## src/rtl/fpga_serial_add_ctrl.sv

```systemverilog
// Bit-serial add/subtract sequencer. A single majority carry cell is
// time-shared across all WIDTH bit positions, stepping LSB first, one bit
// per cycle. Operands arrive and results leave over valid/ready handshakes.
module fpga_serial_add_ctrl #(
  parameter  int WIDTH = 8,
  localparam int CNT_W = $clog2(WIDTH)
) (
  input  logic             clk_i,
  input  logic             rst_ni,
  input  logic             in_valid_i,
  output logic             in_ready_o,
  input  logic [WIDTH-1:0] a_i,
  input  logic [WIDTH-1:0] b_i,
  input  logic             cin_i,
  input  logic             sub_i,
  input  logic             abort_i,
  output logic             out_valid_o,
  input  logic             out_ready_i,
  output logic [WIDTH-1:0] sum_o,
  output logic             cout_o,
  output logic             ovf_o,
  output logic             busy_o
);

  typedef enum logic [1:0] {
    IDLE = 2'd0,
    RUN  = 2'd1,
    DONE = 2'd2
  } state_t;

  state_t           state;
  logic [WIDTH-1:0] a_sr, b_sr, sum_sr;
  logic [CNT_W-1:0] cnt;
  logic             carry;
  logic             carry_msb;

  logic             sum_bit, carry_nxt, at_msb_m1, at_last;
  logic [WIDTH-1:0] sum_nxt;

  // Shared carry cell plus the bit-position decodes that steer it.
  always_comb begin
    sum_bit   = a_sr[0] ^ b_sr[0] ^ carry;
    carry_nxt = (a_sr[0] & b_sr[0]) | (a_sr[0] & carry) | (b_sr[0] & carry);
    // New bit enters at the MSB so that after WIDTH shifts bit 0 lands at 0.
    sum_nxt   = (sum_sr >> 1) | ({{(WIDTH-1){1'b0}}, sum_bit} << (WIDTH-1));
    at_msb_m1 = (cnt == CNT_W'(WIDTH-2));
    at_last   = (cnt == CNT_W'(WIDTH-1));
  end

  // Control FSM and datapath; result registers only change on completion.
  always_ff @(posedge clk_i or negedge rst_ni) begin
    if (!rst_ni) begin
      state     <= IDLE;
      a_sr      <= '0;
      b_sr      <= '0;
      sum_sr    <= '0;
      cnt       <= '0;
      carry     <= 1'b0;
      carry_msb <= 1'b0;
      sum_o     <= '0;
      cout_o    <= 1'b0;
      ovf_o     <= 1'b0;
    end else begin
      case (state)
        IDLE: begin
          // abort_i has no effect here; an accept proceeds regardless.
          if (in_valid_i) begin
            a_sr  <= a_i;
            b_sr  <= sub_i ? ~b_i : b_i;
            carry <= sub_i ? 1'b1 : cin_i;
            cnt   <= '0;
            state <= RUN;
          end
        end
        RUN: begin
          if (abort_i) begin
            // Partial result dropped; visible result registers untouched.
            cnt   <= '0;
            state <= IDLE;
          end else begin
            sum_sr <= sum_nxt;
            carry  <= carry_nxt;
            a_sr   <= a_sr >> 1;
            b_sr   <= b_sr >> 1;
            if (at_msb_m1) carry_msb <= carry_nxt;
            if (at_last) begin
              sum_o  <= sum_nxt;
              cout_o <= carry_nxt;
              ovf_o  <= carry_msb ^ carry_nxt;
              cnt    <= '0;
              state  <= DONE;
            end else begin
              cnt <= cnt + CNT_W'(1);
            end
          end
        end
        DONE: begin
          if (out_ready_i) state <= IDLE;
        end
        default: begin
          cnt   <= '0;
          state <= IDLE;
        end
      endcase
    end
  end

  assign in_ready_o  = (state == IDLE);
  assign busy_o      = (state == RUN);
  assign out_valid_o = (state == DONE);

endmodule

```

## config.mk

```make
export PLATFORM = sky130hd
export DESIGN_NAME = fpga_serial_add_ctrl
export DESIGN_NICKNAME = d
export VERILOG_FILES = /design/src/rtl/fpga_serial_add_ctrl.sv
export SDC_FILE = /design/constraint.sdc
export NUM_CORES = 1
export LEC_CHECK = 0
export BUFFER_PORTS_ARGS = -buffer_cell sky130_fd_sc_hd__buf_2
export CELL_PAD_IN_SITES_DETAIL_PLACEMENT = 1
export CELL_PAD_IN_SITES_GLOBAL_PLACEMENT = 1
export CORE_ASPECT_RATIO = 1.4
export CORE_UTILIZATION = 40
export CTS_CLUSTER_DIAMETER = 40
export DETAILED_ROUTE_END_ITERATION = 8
export GPL_TIMING_DRIVEN = 0
export PLACE_DENSITY_LB_ADDON = 0.1
export SLEW_MARGIN = 20
export SYNTH_ARGS = -nofsm -noshare
export SYNTH_HDL_FRONTEND = slang
export SYNTH_SLANG_ARGS = --single-unit
```

## constraint.sdc

```tcl
create_clock -name clk_i -period 3.8 [get_ports clk_i]
set_input_delay 0.76 -clock clk_i [delete_from_list [all_inputs] [get_ports clk_i]]
set_output_delay 0.76 -clock clk_i [all_outputs]
set_load 0.02 [all_outputs]
```

==> run summary <==
element type at the critical path end -> primary output
number of failing setup endpoints in the final timing report -> 0
total of max-cap violations -> 0
final worst slack -> 1505 ps
mean routed wirelength per cell -> 13.82 um
initial standard-cell utilization of the core -> 41.54%
number of buffers inserted by port buffering -> 34
area added between synthesis and finish -> 19.85%
Core Region -> 0.004536 mm2
library cells used by synthesis -> 30
Core Rows -> 29
post-layout minimum cycle time -> 2295 ps
number of synthesized flops with an enable pin -> 0
Pwr Density -> 545.3 mW/mm2
First DRT Iteration DRCs -> 13
clk root buf -> clkbuf_8
first-pass iteration count of the detailed router -> 3
Worst Clk Skew -> 5.151 ps
final net count -> 237
detailed placer's ending HPWL -> 2.809 mm
Slew HR -> 41.59%
CTS buffer count -> 5
Worst Setup Path Type -> register to primary output
Setup Fix Bufs, Post-CTS -> 0
RSZ-0062 raised after global routing -> false
Max H-tree Level -> 2
outcome -> complete, no violations
met1 track demand over resource in global routing -> 20.14%
Total Routed Length -> 3.774 mm
antenna violations before repair -> 0
Filler Cell Count -> 525
most common flop cell mapped by yosys -> dfrtp_1
number of sinks on the clock net -> 40
Top-Level Pins -> 36
Syn Std Cell Area -> 0.001884 mm2
Worst IR Drop VDD -> 0.2506 mV
global-route wire length before repair -> 6.762 mm
min-delay worst type -> register to register
Via-to-Cell Ratio -> 4.927
Post-CTS Hold Buffers -> 0
FMAX -> 435.8 MHz
overflow left after global routing -> 0
syn avg cell area -> 11.15 um2
routability-driven placement congestion ratio -> 0.6897
synthesized netlist net count -> 196
number of global-route vias before repair -> 1484
Static Leakage -> 1.164 nW
number of hold violations in the final report -> 0
overall fraction of global-route tracks in use -> 18.13%
count of inserted antenna diode cells -> 0
clk slew on worst S/H paths -> 70 ps
routing usage on met2 -> 32.02%
Warnings, synthesis -> 0
cts repair resizes -> 0
Skew-Pair Late Insertion Delay -> 290 ps
critical path arrival -> 1530 ps
sequential element share of the synthesized area -> 53.12%
startpoint class of the critical path -> register
crit-path max FO -> 10
share of layout cells above drive strength 1 -> 33.65%
number of slew-limit violations in the final report -> 0
Mapped Cells -> 169
GRT busiest layer -> met2
accumulated negative setup slack -> 0 ps
total vias in the final route -> 1345
number of remaining DRC errors -> 0
post-synthesis async set-or-reset flop share -> 100.0%
flop and latch count out of synthesis -> 40
Chip Height -> 83.21 um
Die ar. -> 0.004993 mm2
slew at the pin closest to its max-slew limit -> 876.2 ps
leading cell types in the layout, fill and taps excluded -> 40 x buf_2, 40 x dfrtp_1, 29 x nand2_1
die outline width -> 60.01 um
TritonCTS clock tree -> built
number of nets with antenna violations after routing -> 0
met3 layer usage reported by global route -> 4.206%
part of the cycle the worst path needs -> 60.38%
Placement Setup Slack -> 1717 ps
maximum buffer depth of the clock tree -> 2
largest net degree at the start of global routing -> 41
data required time at the worst endpoint -> 3040 ps
power by group:
part	internal (W)	total, W	switching (W)
registers	0.000528	0.000596	0.0000679
clock network	0.000232	0.000373	0.000142
logic	0.000127	0.000262	0.000135
total	0.000887	0.00123	0.000344
metal layers:
layer | up-vias | wire length [um]
met3 | 6 | 149
met5 | - | 0
met1 | 654 | 1526
met4 | 0 | 66
li1 | 656 | -
met2 | 29 | 2031
Yosys cell counts, types with 2 or more instances:
library cell | number | share of area, %
a21o_1 | 2 | 0.80
buf_2 | 6 | 1.6
buf_6 | 2 | 1.2
clkbuf_1 | 2 | 0.40
dfrtp_1 | 40 | 53
ha_1 | 3 | 2.0
inv_1 | 4 | 0.80
mux2_2 | 17 | 10
mux2i_1 | 7 | 3.7
nand2_1 | 29 | 5.8
nand2b_1 | 2 | 0.66
nand3_1 | 9 | 2.4
nor2_1 | 3 | 0.60
nor3_1 | 3 | 0.80
o21ai_0 | 17 | 4.5
xnor2_1 | 9 | 4.2
flip-flops by register name, indices dropped and copies added (netlist names):
name,flops
carry,1
state,2
cout_o,1
carry_msb,1
sum_sr,7
b_sr,8
cnt,3
a_sr,8
sum_o,8
ovf_o,1
metrics by stage:
stage	instances	power (W)	cell area (um2)	util, %	hold WS, ps
final	273	0.001231	2258	49.79	475.8
after global routing	273	0.001318	2258	49.79	525.3
after CTS	273	0.001256	2258	49.79	485.2
after detailed placement	265	0.0008755	2132	47.01	467.0
after global placement	265	0.0008561	2132	47.01	460.0
after floorplan	169	0.0007828	1884	-	441.8
logic make-up after synthesis:
| logic type | count (synthesis) | share of synthesized area [%] |
|---|---|---|
| compound gates | 25 | 7.968 |
| xor+xnor | 9 | 4.184 |
| fa+ha+maj | 4 | 3.055 |
| buf+inv | 14 | 3.984 |
| flops | 40 | 53.12 |
| mux | 24 | 13.88 |
| simple gates | 53 | 13.81 |
area by class of cell:
cell class / instances / area [um2] / area share [%]
Clock inverter: 1 / 30.03 / 1.330
Inverter: 4 / 15.01 / 0.6648
Multi-Input combinational cell: 115 / 808.3 / 35.79
Tap cell: 62 / 77.57 / 3.435
Buffer: 10 / 60.06 / 2.659
Clock buffer: 7 / 96.34 / 4.266
Timing Repair Buffer: 34 / 170.2 / 7.535
Sequential cell: 40 / 1001 / 44.32
critical path, cell delays in order, from the launching register on:
cell and delay [ps]:
dfrtp_1 430, buf_2 240, clkbuf_1 340, nor2_1 70, buf_2 170
path summary, 6_finish.rpt:
| path | from | depth (start not counted) | slack, ps | end |
|---|---|---|---|---|
| hold reg to reg | ovf_o$_DFFE_PN0P_ | 2 | 480 | ovf_o$_DFFE_PN0P_ |
| min in group asynchronous | rst_ni | 1 | 590 | sum_sr[4]$_DFFE_PN0P_ |
| setup reg to reg | cnt[0]$_DFFE_PN0P_ | 5 | 2010 | sum_o[6]$_DFFE_PN0P_ |
| setup / recovery | state[0]$_DFFE_PN0P_ | 4 | 1510 | in_ready_o |
| hold / removal | ovf_o$_DFFE_PN0P_ | 2 | 480 | ovf_o$_DFFE_PN0P_ |
| max in group asynchronous | rst_ni | 1 | 2670 | b_sr[0]$_DFFE_PN0P_ |
No activity file was read; power rests on OpenSTA's default activity.
